$ cat config.mk
export PLATFORM = sky130hd
export DESIGN_NAME = stage_mem
export DESIGN_NICKNAME = d
export VERILOG_FILES = /design/src/rtl/stage_mem_pkg.sv /design/src/rtl/stage_mem_data_mem.sv /design/src/rtl/stage_mem.sv
export SDC_FILE = /design/constraint.sdc
export NUM_CORES = 2
export LEC_CHECK = 0
export CORE_ASPECT_RATIO = 1.25
export CORE_MARGIN = 10
export CORE_UTILIZATION = 40
export CTS_CLUSTER_DIAMETER = 60
export DETAILED_ROUTE_END_ITERATION = 6
export PLACE_DENSITY = 0.64
export SLEW_MARGIN = 40
export SYNTH_ARGS = -nofsm -noshare
export SYNTH_HDL_FRONTEND = slang
export SYNTH_HIERARCHICAL = 1
export SYNTH_SLANG_ARGS = --single-unit
$ cat constraint.sdc
create_clock -name clk -period 6.8 [get_ports clk]
set_input_delay 1.02 -clock clk [delete_from_list [all_inputs] [get_ports clk]]
set_output_delay 1.02 -clock clk [all_outputs]
set_load 0.01 [all_outputs]
$ cat src/rtl/stage_mem_pkg.sv
// Shared pipeline constants for the memory stage: word width, default
// data-memory depth and the helper that sizes the word index.
package stage_mem_pkg;

  localparam int WORD_W          = 32;
  localparam int DEPTH_WORDS_DEF = 64;

  // Number of index bits needed to select one of depth words.
  function automatic int mem_idx_w(input int depth);
    return $clog2(depth);
  endfunction

endpackage

$ cat src/rtl/stage_mem_data_mem.sv
// Data memory array: synchronous write port, asynchronous read port and an
// optional synchronous clear on reset. DEPTH must be a power of two (>= 4) so
// that the index width covers the array exactly.
module data_mem
  import stage_mem_pkg::*;
#(
  parameter int DEPTH     = DEPTH_WORDS_DEF,
  parameter int INIT_ZERO = 1,
  localparam int IDX_W    = mem_idx_w(DEPTH)
) (
  input  logic              clk,
  input  logic              reset,
  input  logic              we_i,
  input  logic [IDX_W-1:0]  addr_i,
  input  logic [WORD_W-1:0] wd_i,
  output logic [WORD_W-1:0] rd_o
);

  logic [WORD_W-1:0] mem_q [DEPTH];

  // Reset clears the array (when enabled) and always wins over a write;
  // otherwise a write stores the full word at the addressed index.
  always_ff @(posedge clk) begin
    if (reset) begin
      if (INIT_ZERO != 0) begin
        for (int i = 0; i < DEPTH; i++) begin
          mem_q[i] <= '0;
        end
      end
    end else if (we_i == 1'b1) begin
      mem_q[addr_i] <= wd_i;
    end
  end

  // Zero-latency read with no bypass: the word only changes after the edge.
  assign rd_o = mem_q[addr_i];

endmodule

$ cat src/rtl/stage_mem.sv
// Memory stage of the pipeline: turns the execute-stage byte address into a
// word index and reads/writes the data memory. Byte offset bits and address
// bits above the index are dropped, so accesses wrap modulo the array size.
module stage_mem
  import stage_mem_pkg::*;
#(
  parameter int DEPTH_WORDS = DEPTH_WORDS_DEF,
  parameter int INIT_ZERO   = 1
) (
  input  logic        clk,
  input  logic        reset,
  input  logic        memwrite,
  input  logic [31:0] aluout,
  input  logic [31:0] wd,
  output logic [31:0] rd
);

  localparam int IDX_W = mem_idx_w(DEPTH_WORDS);

  logic [IDX_W-1:0] mem_idx;
  logic             unused_addr_bits;

  // Word index: skip the byte offset, keep just enough bits for the array.
  assign mem_idx          = aluout[IDX_W+1:2];
  assign unused_addr_bits = ^{aluout[31:IDX_W+2], aluout[1:0]};

  data_mem #(
    .DEPTH     (DEPTH_WORDS),
    .INIT_ZERO (INIT_ZERO)
  ) u_data_mem (
    .clk    (clk),
    .reset  (reset),
    .we_i   (memwrite),
    .addr_i (mem_idx),
    .wd_i   (wd),
    .rd_o   (rd)
  );

endmodule

; Yosys cells after proc, flatten, opt, wreduce, memory -nomap -nowiden
; Memories as Yosys holds them, arrays and structs flattened.
; Index checks and enable logic that the tools add are counted.
; W data, S select, Z words.
[word_totals]
register_bits = 0
ramBits = 2048
out_inout_bits = 32
word_cells = 10
memories = 1
[mem_list]
columns = name, depth, width, read_ports, rd_ports_with_merged_regs, write_ports, line_no
row1 = u_data_mem.mem_q, 64, 32, 1, 0, 64, stage_mem_data_mem.sv:19  ; logic [WORD_W-1:0] mem_q [DEPTH];
[op_classes]
n_mux = 8
n_reduce_logical = 1
[ops]
columns = operator, count
row1 = $mux W32, 1
row2 = $reduce_or A32 Y1, 1
row3 = $mux W1, 6
row4 = $mux W6, 1

; Longest topological paths before layout
[depth]
depth_word = 5
mapped_depth = 11
ltp_nobuf = 6

; Worst setup path after synthesis
; No wires, ideal clock.
[synth_path]
path_type = input port to output port
startpoint = in aluout[4]
endpoint = out rd[1]
t_arrival_ns = 2.894
required_time_ns = 5.780
slack_ns = 2.886
path_stages = 9
path_buffers = 5
path_cell_list = buf_6 > buf_6 > buf_6 > buf_2 > buf_1 > mux4_2 > mux2i_1 > o22ai_1 > or4_1
[synth_between]
elab_chain_cells = 1
[synth_lines]
columns = element, line_no
row1 = "start, declared", stage_mem.sv:13  ; input logic [31:0] aluout,
row2 = $mem_v2 Z64 W32, n/a
row3 = "end, declared", stage_mem.sv:15  ; output logic [31:0] rd
; No other way between the ends.

; Worst setup path in the final report
[layout_path]
startpoint = in aluout[2]
endpoint = out rd[29]
; The elaborated chain is that of the path after synthesis.

==> flow_summary.toml <==
[routing]
wirelength_um = 302000
avgViaCountPerCell = 5.97
drcViolationCount = 0
vias = 59800
ant_nets = 0
wl_per_cell_um = 30.2
drt_first_pass_iters = 6
drt_iter0_drc = 7837

[finish]
fillCellCount = 20500
top_regs = "u_data_mem/mem_q x2048"
seq_area_mm2 = 0.0615
stdcell_area_mm2 = 0.103
top_register = "u_data_mem/mem_q"
drive_above_1_share = 0.127
largest_register_ffs = 2048
finalNetCount = 6815
area_growth_pct = 11.1
multiInputGateArea_mm2 = 0.0285

[die]
die_h_um = 559
fp.dieW_um = 451
start_util = 0.402
placementRows = 197
die-area_mm2 = 0.252
core_mm2 = 0.231
pin_count = 99

[power_and_ir_drop]
totalPowerFinal_w = 0.0276
vdd_drop_max_mv = 0.203
cellPowerDensity_mw_per_mm2 = 268
p_leak_nw = 35.1

[cts]
clk_pin_slew_worst_paths_ps = 60
clockRootBuffer = "clkbuf_16"
cts_inserted_buffers = 199
h-tree-depth = 4
clockBufferDepth = 4
cts.sink_count = 2048
cts.repair.resized = 0
cts_tree = "yes"
cts_hold_buffers = 0
cts_setup_buffers = 0

[placed_design]
post-place-ws_ps = 855
dp_hpwl_um = 173000
place.gp.congestion = 0.897
port_buffers = 72
place_area_mm2 = 0.0969

[synthesis]
synth_cells = 6970
yosysTopAreaCellShare = 0.663
avgSynthCellArea_um2 = 13.3
yosys_warnings = 6
async_reset_ff_frac = 0
syn_nets = 7037
synth_flop_cell = "edfxtp_1"
synth_edf_count = 2048
synth_area_mm2 = 0.0928
ys_seq_area_frac = 0.663
synthTopCellsByCount = "2,051 x and2_1, 2,048 x edfxtp_1, 566 x clkbuf_1, 374 x a22oi_1, 291 x a221oi_1"
synthTopCellsByArea = "edfxtp_1 66%, and2_1 14%, a22oi_1 3.0%"
ys_types = 57
synth-seq-cells = 2048
yosys.cell_count.top_type = "and2_1"
synth_area_leader_cell = "edfxtp_1"

[global_route]
grt_max_degree = 66
grtUsageMet3 = 0.0413
met2_usage = 0.373
busiest_layer = "met2"
track_usage = 0.231
grt_pass1_vias = 58800
antenna_found_initial = 33
grt_pass1_wl_um = 428000
use_met1 = 0.287
grt_overflow = 0

[timing]
finalSetupViolCount = 0
slew_headroom = 0.359
tightest_slew_ps = 960
totalNegativeSetupSlack_ps = 0
finalMaxSlewViolations = 0
min_period_ps = 6090
layout_setup_ws_ps = 713
hold_viol_final = 0
rsz0062_at_grt = "no"
max_freq_mhz = 164
timing.final.crit_share = 0.895

[setup_path]
critPathSlowestCell = "or4_1"
cp-end-kind = "primary output"
cpPeakStageDelay_ps = 870
critPathRequiredTime_ps = 5780
startpoint_type = "input pin"
crit_chain = "buf_8, and2_4, buf_12, a221oi_1, nor4_1, a31oi_1, a21oi_1, or4_1, clkdlybuf4s50_1"
critPathMaxFanout = 65
cp_top_family = "simple AND/OR/NAND/NOR gates"
critPathBufInv = 3
critPathKind = "in -> out"
arrival_ps = 5070

[min_path]
hold_path_class = "in -> reg"

[job]
drv_cap = 0

[outcome]
outcome = "finished, final reports clean"
## layer usage
| layer | vias up | part of all wire |
|---|---|---|
| met5 | - | 0.00011 |
| met4 | 6 | 0.074 |
| met3 | 740 | 0.094 |
| met2 | 3407 | 0.47 |
| met1 | 30400 | 0.36 |
| li1 | 25300 | - |
## area by class of cell
class                   instances  share of cell area
flip-flops and latches       2048               0.597
clock buffers                 244              0.0504
clock inverters               109             0.00782
inverters                       3            0.000182
well taps                    3084              0.0374
diodes                         29            0.000704
repair buffers                347              0.0305
multi-input cells            4149               0.277
## path summary, 6_finish.rpt
check,from,end,cells after the start
worst max-delay path,aluout[2],rd[29],9
worst min-delay path,wd[19],u_data_mem/mem_q[10][19],2
## cells by family after synthesis
logic type	synth area share
mux	0.0369
buf+inv	0.0341
simple gates	0.164
compound gates	0.103
flops	0.663
## power by group
group / internal (W) / total [W] / leakage, nW / switching [W]
logic: 0.000643 / 0.00232 / 12.7 / 0.00168
clock network: 0.00579 / 0.0106 / 2.95 / 0.00478
registers: 0.0145 / 0.0147 / 19.5 / 0.000176
total: 0.0209 / 0.0276 / 35.1 / 0.00664
## placed cells by master, fill, tap and decap left out, drive strengths merged, types with 6 or more instances in the layout
cell type / n
and2: 2051
nor2b: 6
clkinv: 90
buf: 310
mux2i: 152
a22oi: 374
o221ai: 18
clkbuf: 245
a22o: 21
a221o: 41
or2: 83
a31oi: 8
clkdlybuf4s50: 36
o211ai: 40
nand2: 80
edfxtp: 2048
diode: 29
or4: 16
mux4: 34
nand3: 7
nor2: 198
inv: 9
nor4: 16
a21oi: 136
nor3: 43
a221oi: 293
o21ai: 172
mux2: 101
a211oi: 26
bufinv: 10
o22ai: 162
o31ai: 13
or3: 16
## stage by stage
stage / std cells / hold slack [ps] / utilization
floorplan: 6970 / 1480 / -
global placement: 9622 / 1540 / 0.419
detailed placement: 9626 / 1540 / 0.420
CTS: 9979 / 654 / 0.446
global route: 10000 / 688 / 0.447
finish: 10000 / 677 / 0.447
Power figures use the tool's default switching activity.
